<file path="src/rtl/lms_pkg.sv">
// Shared definitions for the LMS adaptive FIR engine: FSM state encoding,
// default widths/shifts and the signed saturation helper.
package lms_pkg;

  localparam int X_W_DEF        = 16;
  localparam int E_W_DEF        = 16;
  localparam int W_W_DEF        = 16;
  localparam int TAPS_DEF       = 8;
  localparam int MU_SHIFT_DEF   = 12;
  localparam int LEAK_SHIFT_DEF = 10;

  // Width of the intermediate used for the coefficient update before clipping.
  localparam int SAT_W = 64;

  typedef enum logic [2:0] {
    ST_IDLE   = 3'd0,
    ST_UPDATE = 3'd1,
    ST_SHIFT  = 3'd2,
    ST_FILTER = 3'd3,
    ST_DONE   = 3'd4
  } lms_state_e;

  // Clip a wide signed value into the range of a w-bit two's complement number.
  function automatic logic signed [SAT_W-1:0] sat_signed(
    input logic signed [SAT_W-1:0] v,
    input int                      w
  );
    logic signed [SAT_W-1:0] hi;
    logic signed [SAT_W-1:0] lo;
    hi = (64'sd1 <<< (w - 1)) - 64'sd1;
    lo = -(64'sd1 <<< (w - 1));
    if (v > hi) begin
      return hi;
    end else if (v < lo) begin
      return lo;
    end else begin
      return v;
    end
  endfunction

endpackage

</file>
<file path="src/rtl/lms_mac.sv">
// Shared registered signed multiplier. During UPDATE it forms err*x[k] for the
// coefficient update; during SHIFT/FILTER it forms x[k]*w[k] for the output.
module lms_mac
  import lms_pkg::*;
#(
  parameter int A_W = 16,
  parameter int E_W = 16,
  parameter int W_W = 16,
  parameter int B_W = 16,
  parameter int P_W = A_W + B_W
) (
  input  logic                  clk,
  input  logic                  rst_n,
  input  lms_state_e            state,
  input  logic signed [A_W-1:0] upd_x,
  input  logic signed [E_W-1:0] upd_e,
  input  logic signed [A_W-1:0] flt_x,
  input  logic signed [W_W-1:0] flt_w,
  output logic signed [P_W-1:0] prod
);

  logic signed [A_W-1:0] a_s;
  logic signed [B_W-1:0] b_s;
  logic signed [P_W-1:0] prod_r;

  // Operand selection by engine phase.
  always_comb begin
    a_s = {A_W{1'b0}};
    b_s = {B_W{1'b0}};
    case (state)
      ST_UPDATE: begin
        a_s = upd_x;
        b_s = B_W'(upd_e);
      end
      ST_SHIFT, ST_FILTER: begin
        a_s = flt_x;
        b_s = B_W'(flt_w);
      end
      default: begin
        a_s = {A_W{1'b0}};
        b_s = {B_W{1'b0}};
      end
    endcase
  end

  // Product register: result is usable one cycle after the operands are selected.
  always_ff @(posedge clk or negedge rst_n) begin
    if (!rst_n) begin
      prod_r <= {P_W{1'b0}};
    end else begin
      prod_r <= a_s * b_s;
    end
  end

  assign prod = prod_r;

endmodule

</file>
<file path="src/rtl/lms_fir_engine.sv">
// Sequential LMS adaptive FIR engine. Per accepted sample: TAPS update cycles,
// one delay-line shift, TAPS filter cycles and one output cycle, all through a
// single shared multiplier (lms_mac).
// Optional build macro LMS_LEAKAGE_EN adds coefficient leakage w - (w >>> LEAK_SHIFT).
module lms_fir_engine
  import lms_pkg::*;
#(
  parameter int X_W      = X_W_DEF,
  parameter int E_W      = E_W_DEF,
  parameter int W_W      = W_W_DEF,
  parameter int TAPS     = TAPS_DEF,
  parameter int MU_SHIFT = MU_SHIFT_DEF,
`ifdef LMS_LEAKAGE_EN
  parameter int LEAK_SHIFT = LEAK_SHIFT_DEF,
`endif
  parameter int ACC_W    = X_W + W_W + $clog2(TAPS)
) (
  input  logic                    clk,
  input  logic                    rst_n,
  input  logic                    in_valid,
  output logic                    in_ready,
  input  logic signed [X_W-1:0]   xin,
  input  logic signed [E_W-1:0]   err,
  input  logic                    coef_clr,
  output logic signed [ACC_W-1:0] yout,
  output logic                    out_valid,
  output logic                    update
);

  localparam int CNT_W = $clog2(TAPS);
  localparam int B_W   = (E_W > W_W) ? E_W : W_W;
  localparam int P_W   = X_W + B_W;
  localparam logic [CNT_W-1:0] LAST_K = CNT_W'(TAPS - 1);

  lms_state_e state_r, state_n;
  logic [CNT_W-1:0] k_r, k_n;

  logic signed [X_W-1:0]   x_r [TAPS];
  logic signed [W_W-1:0]   w_r [TAPS];
  logic signed [X_W-1:0]   xin_r;
  logic signed [E_W-1:0]   err_r;
  logic signed [ACC_W-1:0] acc_r;
  logic signed [ACC_W-1:0] yout_r;
  logic                    in_ready_r, out_valid_r, update_r;
  logic                    out_valid_n, update_n;

  logic [CNT_W-1:0]        flt_k_s;
  logic signed [X_W-1:0]   flt_x_s;
  logic signed [W_W-1:0]   flt_w_s;
  logic signed [P_W-1:0]   prod_s;
  logic signed [ACC_W-1:0] prod_acc_s;

  logic                    wr_en_s;
  logic [CNT_W-1:0]        wr_idx_s;
  logic signed [W_W-1:0]   w_cur_s;
  logic signed [SAT_W-1:0] delta_s;
  logic signed [SAT_W-1:0] sum_s;
  logic signed [W_W-1:0]   w_next_s;

  // Next-state, tap counter and pulse decode for the sample sequencer.
  always_comb begin
    state_n     = state_r;
    k_n         = k_r;
    out_valid_n = 1'b0;
    update_n    = 1'b0;
    case (state_r)
      ST_IDLE: begin
        if (in_valid) begin
          state_n = ST_UPDATE;
          k_n     = {CNT_W{1'b0}};
        end else begin
          state_n = ST_IDLE;
        end
      end
      ST_UPDATE: begin
        if (k_r == LAST_K) begin
          state_n  = ST_SHIFT;
          k_n      = {CNT_W{1'b0}};
          update_n = 1'b1;
        end else begin
          k_n = k_r + CNT_W'(1'b1);
        end
      end
      ST_SHIFT: begin
        state_n = ST_FILTER;
        k_n     = {CNT_W{1'b0}};
      end
      ST_FILTER: begin
        if (k_r == LAST_K) begin
          state_n     = ST_DONE;
          k_n         = {CNT_W{1'b0}};
          out_valid_n = 1'b1;
        end else begin
          k_n = k_r + CNT_W'(1'b1);
        end
      end
      ST_DONE: begin
        state_n = ST_IDLE;
        k_n     = {CNT_W{1'b0}};
      end
      default: begin
        state_n = ST_IDLE;
        k_n     = {CNT_W{1'b0}};
      end
    endcase
  end

  // Sequencer state and tap counter.
  always_ff @(posedge clk or negedge rst_n) begin
    if (!rst_n) begin
      state_r <= ST_IDLE;
      k_r     <= {CNT_W{1'b0}};
    end else begin
      state_r <= state_n;
      k_r     <= k_n;
    end
  end

  // Handshake and pulse outputs, registered so they line up with the state they describe.
  always_ff @(posedge clk or negedge rst_n) begin
    if (!rst_n) begin
      in_ready_r  <= 1'b1;
      out_valid_r <= 1'b0;
      update_r    <= 1'b0;
    end else begin
      in_ready_r  <= (state_n == ST_IDLE);
      out_valid_r <= out_valid_n;
      update_r    <= update_n;
    end
  end

  // Filter operands run one tap ahead because the multiplier is registered:
  // SHIFT feeds tap 0 (the new sample), FILTER cycle k feeds tap k+1.
  always_comb begin
    flt_k_s = {CNT_W{1'b0}};
    flt_x_s = {X_W{1'b0}};
    flt_w_s = {W_W{1'b0}};
    if (state_r == ST_SHIFT) begin
      flt_k_s = {CNT_W{1'b0}};
      flt_x_s = xin_r;
      flt_w_s = w_r[0];
    end else if (state_r == ST_FILTER) begin
      flt_k_s = (k_r == LAST_K) ? {CNT_W{1'b0}} : (k_r + CNT_W'(1'b1));
      flt_x_s = x_r[flt_k_s];
      flt_w_s = w_r[flt_k_s];
    end else begin
      flt_k_s = {CNT_W{1'b0}};
      flt_x_s = {X_W{1'b0}};
      flt_w_s = {W_W{1'b0}};
    end
  end

  lms_mac #(
    .A_W (X_W),
    .E_W (E_W),
    .W_W (W_W),
    .B_W (B_W),
    .P_W (P_W)
  ) u_mac (
    .clk   (clk),
    .rst_n (rst_n),
    .state (state_r),
    .upd_x (x_r[k_r]),
    .upd_e (err_r),
    .flt_x (flt_x_s),
    .flt_w (flt_w_s),
    .prod  (prod_s)
  );

  assign prod_acc_s = ACC_W'(prod_s);

  // Coefficient update: the product for tap k lands one cycle later, so UPDATE
  // cycle k writes tap k-1 and SHIFT writes the last tap.
  always_comb begin
    wr_en_s  = 1'b0;
    wr_idx_s = {CNT_W{1'b0}};
    if ((state_r == ST_UPDATE) && (k_r != {CNT_W{1'b0}})) begin
      wr_en_s  = 1'b1;
      wr_idx_s = k_r - CNT_W'(1'b1);
    end else if (state_r == ST_SHIFT) begin
      wr_en_s  = 1'b1;
      wr_idx_s = LAST_K;
    end else begin
      wr_en_s  = 1'b0;
      wr_idx_s = {CNT_W{1'b0}};
    end
    w_cur_s = w_r[wr_idx_s];
    delta_s = SAT_W'(prod_s >>> MU_SHIFT);
`ifdef LMS_LEAKAGE_EN
    sum_s   = SAT_W'(w_cur_s) - SAT_W'(w_cur_s >>> LEAK_SHIFT) + delta_s;
`else
    sum_s   = SAT_W'(w_cur_s) + delta_s;
`endif
    w_next_s = W_W'(sat_signed(sum_s, W_W));
  end

  // Sample capture and delay line. A clear accepted together with a sample also
  // discards that sample's error, since it refers to the weights being dropped.
  always_ff @(posedge clk or negedge rst_n) begin
    if (!rst_n) begin
      xin_r <= {X_W{1'b0}};
      err_r <= {E_W{1'b0}};
      for (int i = 0; i < TAPS; i++) begin
        x_r[i] <= {X_W{1'b0}};
      end
    end else begin
      if ((state_r == ST_IDLE) && in_valid) begin
        xin_r <= xin;
        err_r <= coef_clr ? {E_W{1'b0}} : err;
      end
      if (state_r == ST_SHIFT) begin
        for (int i = TAPS - 1; i > 0; i--) begin
          x_r[i] <= x_r[i-1];
        end
        x_r[0] <= xin_r;
      end
    end
  end

  // Coefficient storage: bulk clear while idle, otherwise one tap written per cycle.
  always_ff @(posedge clk or negedge rst_n) begin
    if (!rst_n) begin
      for (int i = 0; i < TAPS; i++) begin
        w_r[i] <= {W_W{1'b0}};
      end
    end else if ((state_r == ST_IDLE) && coef_clr) begin
      for (int i = 0; i < TAPS; i++) begin
        w_r[i] <= {W_W{1'b0}};
      end
    end else if (wr_en_s) begin
      w_r[wr_idx_s] <= w_next_s;
    end
  end

  // Output accumulator: cleared in SHIFT, summed during FILTER, result latched
  // on the last FILTER cycle so yout is valid together with out_valid in DONE.
  always_ff @(posedge clk or negedge rst_n) begin
    if (!rst_n) begin
      acc_r  <= {ACC_W{1'b0}};
      yout_r <= {ACC_W{1'b0}};
    end else if (state_r == ST_SHIFT) begin
      acc_r <= {ACC_W{1'b0}};
    end else if (state_r == ST_FILTER) begin
      acc_r <= acc_r + prod_acc_s;
      if (k_r == LAST_K) begin
        yout_r <= acc_r + prod_acc_s;
      end
    end
  end

  assign in_ready  = in_ready_r;
  assign out_valid = out_valid_r;
  assign update    = update_r;
  assign yout      = yout_r;

endmodule

</file>
<file path="config.mk">
export PLATFORM = sky130hd
export DESIGN_NAME = lms_fir_engine
export DESIGN_NICKNAME = d
export VERILOG_FILES = /design/src/rtl/lms_pkg.sv /design/src/rtl/lms_mac.sv /design/src/rtl/lms_fir_engine.sv
export SDC_FILE = /design/constraint.sdc
export NUM_CORES = 2
export LEC_CHECK = 0
export CAP_MARGIN = 20
export CORE_MARGIN = 5
export CORE_UTILIZATION = 65
export CTS_CLUSTER_DIAMETER = 60
export DETAILED_ROUTE_END_ITERATION = 7
export PLACE_DENSITY = 0.83
export SLEW_MARGIN = 5
export SYNTH_ARGS = -nofsm -noshare
export SYNTH_HDL_FRONTEND = slang
export SYNTH_SLANG_ARGS = --single-unit
</file>
<file path="constraint.sdc">
create_clock -name clk -period 15.2 [get_ports clk]
set_input_delay 2.28 -clock clk [delete_from_list [all_inputs] [get_ports clk]]
set_output_delay 2.28 -clock clk [all_outputs]
set_load 0.02 [all_outputs]
</file>
==> summary.txt <==
FLOORPLANNING
------------------------------------------------------------------------------
I/O pin count                                                               74
Chip Width                                                              232 um
Placeable core area                                                 0.0487 mm2
Area enclosed by the die boundary                                   0.0536 mm2
Site Rows                                                                   81
Initial standard-cell utilization of the core                            65.5%
Die Span Y                                                              232 um

SYNTHESIS
------------------------------------------------------------------------------
Average cell area after synthesis                                     9.51 um2
FFs w/ async S/R, synth                                                   100%
Number of enable-type register cells in the synthesized netlist              0
Distinct cells, synth                                                       78
Post-Synthesis Cell Area                                            0.0319 mm2
Number of synthesis warnings                                                 0
Instance count of the mapped netlist                                     3,356
Syn Nets                                                                 3,796
Portion of the post-synthesis area used by sequential elements           31.3%
Primary flip-flop cell chosen by synthesis mapping                sky130_fd_sc_hd__dfrtp_1
Synthesized flop and latch total                                           399

CLOCK TREE
------------------------------------------------------------------------------
Clock insertion delay at the later pin of the skew report               610 ps
Cell at the root of the clock tree                                sky130_fd_sc_hd__clkbuf_16
Post-CTS Hold Buffers                                                        0
CTS-repair resized insts                                                     0
Number of buffers on the longest clock path                                  3
Clock-pin slew on the worst setup and hold paths                         60 ps
Clock sink total                                                           399
Clock buffers created by TritonCTS                                          47
Clock tree from TritonCTS                                                  yes
H-tree levels                                                                2
Post-CTS Setup Repair Bufs                                                   0

STATUS
------------------------------------------------------------------------------
Result of the run                                                 finished, violations left
Failing checks                                                    design-rule violations

SETUP PATH
------------------------------------------------------------------------------
Cell mode on critical path                                        sky130_fd_sc_hd__fa_1
Worst path max stage delay                                              860 ps
Worst setup SP type                                                       flop
Critical setup path kind                                          flop to flop
Endpoint required time on the critical path                          15,670 ps
Arrival time at the worst endpoint                                   10,760 ps
Crit Path Max Fanout                                                        47
Worst path top cell family by delay                                adder cells
Buffers and inverters on the worst path                                      6
Slowest stage cell, crit path                                     sky130_fd_sc_hd__buf_4
Element type at the critical path end                                     flop

ROUTE
------------------------------------------------------------------------------
Per-cell via count in the routed design                                   6.52
Number of detailed-route iterations in the first pass                        8
Number of routed nets with antenna violations                                0
Sum of routed wire length over all layers                            91,700 um
Average routed wire per standard cell                                  22.6 um
Total via count after detailed routing                                  26,500
DRC violation count after routing                                            7
Starting DRT DRC Count                                                   3,662

GLOBAL ROUTING
------------------------------------------------------------------------------
Initial antenna violation count                                              1
Via count of the first global-routing pass                              27,500
Grt ovf                                                                      0
Total routing resource utilization after global routing                  34.3%
Largest net degree at the start of global routing                          127
First-pass GRT wire length                                          146,000 um

STA
------------------------------------------------------------------------------
Fmax                                                                  97.2 MHz
Aggregate negative setup slack                                            0 ps
Shortest period the worst path allows                                10,290 ps
Number of failing setup endpoints in the final timing report                 0
Slew margin rel.                                                         13.2%
Clock skew                                                             30.2 ps
Ratio of final minimum period to clock period                            67.7%
Actual slew at the worst max-slew pin                                  1300 ps
Unrepaired setup endpoints after global routing                             no
Number of max-slew violations in the final report                            0
Number of hold violations in the final report                                0

RUN
------------------------------------------------------------------------------
Number of maximum-capacitance constraint violations                          0

PLACEMENT
------------------------------------------------------------------------------
Final RePlAce weighted congestion                                        0.962
Post-DP HPWL                                                         62,200 um
Count of port buffers added during placement                                73

LAYOUT
------------------------------------------------------------------------------
End-of-flow core utilization                                             72.0%
Share of layout cells above drive strength 1                             9.48%
Register area                                                      0.00999 mm2
Count of antenna diodes in the layout                                        0
Layout filler cell count                                                 3,382
Area of combinational cells with multiple inputs                    0.0201 mm2
Number of nets at the end of the flow                                    3,801
Area growth from synthesis to final layout                               9.94%

MIN PATH
------------------------------------------------------------------------------
Min-Delay Path Class                                              flop to flop

## layer usage
layer / routed length, um / global-route usage, % / up-vias
met2: 42800 / 54.2 / 1764
met4: 5560 / 17.4 / 2
met1: 32600 / 43.8 / 12900
met5: 15 / 0 / -
met3: 10700 / 9.45 / 457
li1: - / - / 11300
## final timing paths
kind                            startpoint        endpoint  slack (ps)  cells after the start
worst max register to register      k_r[0]  u_mac.prod[31]        4910                     28
worst max-delay path                k_r[0]  u_mac.prod[31]        4910                     28
worst min register to register     yout[8]         yout[8]         480                      2
min in group asynchronous            rst_n         yout[8]        1790                      1
worst min-delay path               yout[8]         yout[8]         480                      2
max in group asynchronous            rst_n         x_r[20]       10370                      5
## flip-flops by register name, indices dropped and copies added (netlist names), 3 cells and up
signal	flops
yout	35
u_mac.prod	32
xin_r	16
acc_r	35
k_r	3
x_r	128
state_r	3
w_r	128
err_r	16
## synth_stat cells (27+ instances only)
cell                         n  area share, %
sky130_fd_sc_hd__xor2_1     27           0.74
sky130_fd_sc_hd__o21ai_1    53           0.83
sky130_fd_sc_hd__nor2_1     96            1.1
sky130_fd_sc_hd__mux2i_1    53            1.7
sky130_fd_sc_hd__fa_1      265             17
sky130_fd_sc_hd__a22oi_1    47            1.1
sky130_fd_sc_hd__clkbuf_1  136            1.6
sky130_fd_sc_hd__o22ai_1    33           0.65
sky130_fd_sc_hd__a21oi_1   107            1.7
sky130_fd_sc_hd__inv_1     312            3.7
sky130_fd_sc_hd__nand3_1    34           0.53
sky130_fd_sc_hd__and2_1    156            3.1
sky130_fd_sc_hd__xnor2_1    50            1.4
sky130_fd_sc_hd__nor3_1     34           0.53
sky130_fd_sc_hd__a31oi_1    83            1.6
sky130_fd_sc_hd__dfrtp_1   398             31
sky130_fd_sc_hd__mux4_2     96            6.8
sky130_fd_sc_hd__nand2_1   740            8.7
sky130_fd_sc_hd__nand2b_1   27           0.53
sky130_fd_sc_hd__o21ai_0   135            2.1
sky130_fd_sc_hd__ha_1      139            5.5
sky130_fd_sc_hd__o221ai_1   32           0.88
## cell families (layout without fill, tap and decap cells)
logic type               Yosys count  count (layout)  synth area share, %
AO/OA/AOI/OAI                    645             645                 13.1
XOR/XNOR                          78              78                 2.18
adder cells (fa/ha/maj)          404             404                 22.1
buffers and inverters            500             540                 6.13
flip-flops                       399             399                 31.3
multiplexers                     171             171                 9.22
AND/OR/NAND/NOR                 1159            1159                 16.0
## cells in the final DEF, fill, tap and decap left out, types with 8 or more instances in the layout
cell | synthesis | routed
sky130_fd_sc_hd__o22ai_1 | 33 | 33
sky130_fd_sc_hd__a31oi_1 | 83 | 82
sky130_fd_sc_hd__nand2_1 | 740 | 737
sky130_fd_sc_hd__nor2b_1 | 11 | 11
sky130_fd_sc_hd__mux2_2 | 22 | 22
sky130_fd_sc_hd__inv_1 | 312 | 312
sky130_fd_sc_hd__o21bai_1 | 10 | 10
sky130_fd_sc_hd__or3_1 | 9 | 9
sky130_fd_sc_hd__nand4_1 | 9 | 9
sky130_fd_sc_hd__fa_1 | 265 | 265
sky130_fd_sc_hd__dfrtp_1 | 398 | 397
sky130_fd_sc_hd__o21ai_0 | 135 | 131
sky130_fd_sc_hd__and2_1 | 156 | 156
sky130_fd_sc_hd__buf_4 | 3 | 67
sky130_fd_sc_hd__xor2_1 | 27 | 27
sky130_fd_sc_hd__or2_2 | 13 | 13
sky130_fd_sc_hd__clkdlybuf4s50_1 | 0 | 72
sky130_fd_sc_hd__o21ai_1 | 53 | 57
sky130_fd_sc_hd__a211oi_1 | 10 | 10
sky130_fd_sc_hd__nor2_1 | 96 | 91
sky130_fd_sc_hd__o21a_1 | 18 | 18
sky130_fd_sc_hd__bufinv_16 | 0 | 8
sky130_fd_sc_hd__o221ai_1 | 32 | 27
sky130_fd_sc_hd__clkbuf_16 | 0 | 48
sky130_fd_sc_hd__a22oi_1 | 47 | 47
sky130_fd_sc_hd__mux4_2 | 96 | 96
sky130_fd_sc_hd__nand3_1 | 34 | 33
sky130_fd_sc_hd__a21o_1 | 25 | 25
sky130_fd_sc_hd__a211o_1 | 16 | 16
sky130_fd_sc_hd__nand2b_1 | 27 | 27
sky130_fd_sc_hd__ha_1 | 139 | 137
sky130_fd_sc_hd__a21oi_1 | 107 | 105
sky130_fd_sc_hd__nor3_1 | 34 | 30
sky130_fd_sc_hd__xnor2_1 | 50 | 50
sky130_fd_sc_hd__o211ai_1 | 25 | 25
sky130_fd_sc_hd__mux2i_1 | 53 | 53
## cell type report
cell class	count	share of cell area, %
repair buffers	143	3.66
well taps	664	2.37
flip-flops and latches	399	28.5
multi-input cells	2457	57.3
clock inverters	23	1.08
inverters	313	3.35
clock buffers	61	3.76
## per-stage QoR
step | hold WS, ps | worst slack, ps | instance area [um2] | instances
after CTS | 484 | 4710 | 35000 | 4055
after detailed placement | 469 | 4800 | 33300 | 3971
final | 481 | 4910 | 35100 | 4060
after global placement | 459 | 5020 | 33300 | 3970
after floorplan | 445 | 6680 | 31900 | 3356
after global routing | 514 | 4290 | 35100 | 4060
## worst min-delay path, delay by kind of cell (launching register included)
family	cells	cell delay, ps
and+or+nand+nor	1	40
DFF	1	340
AOI/OAI and AO/OA	1	60
Power is not shown: default switching activity piles up to over one toggle a cycle in this logic, so the estimate is an artifact.
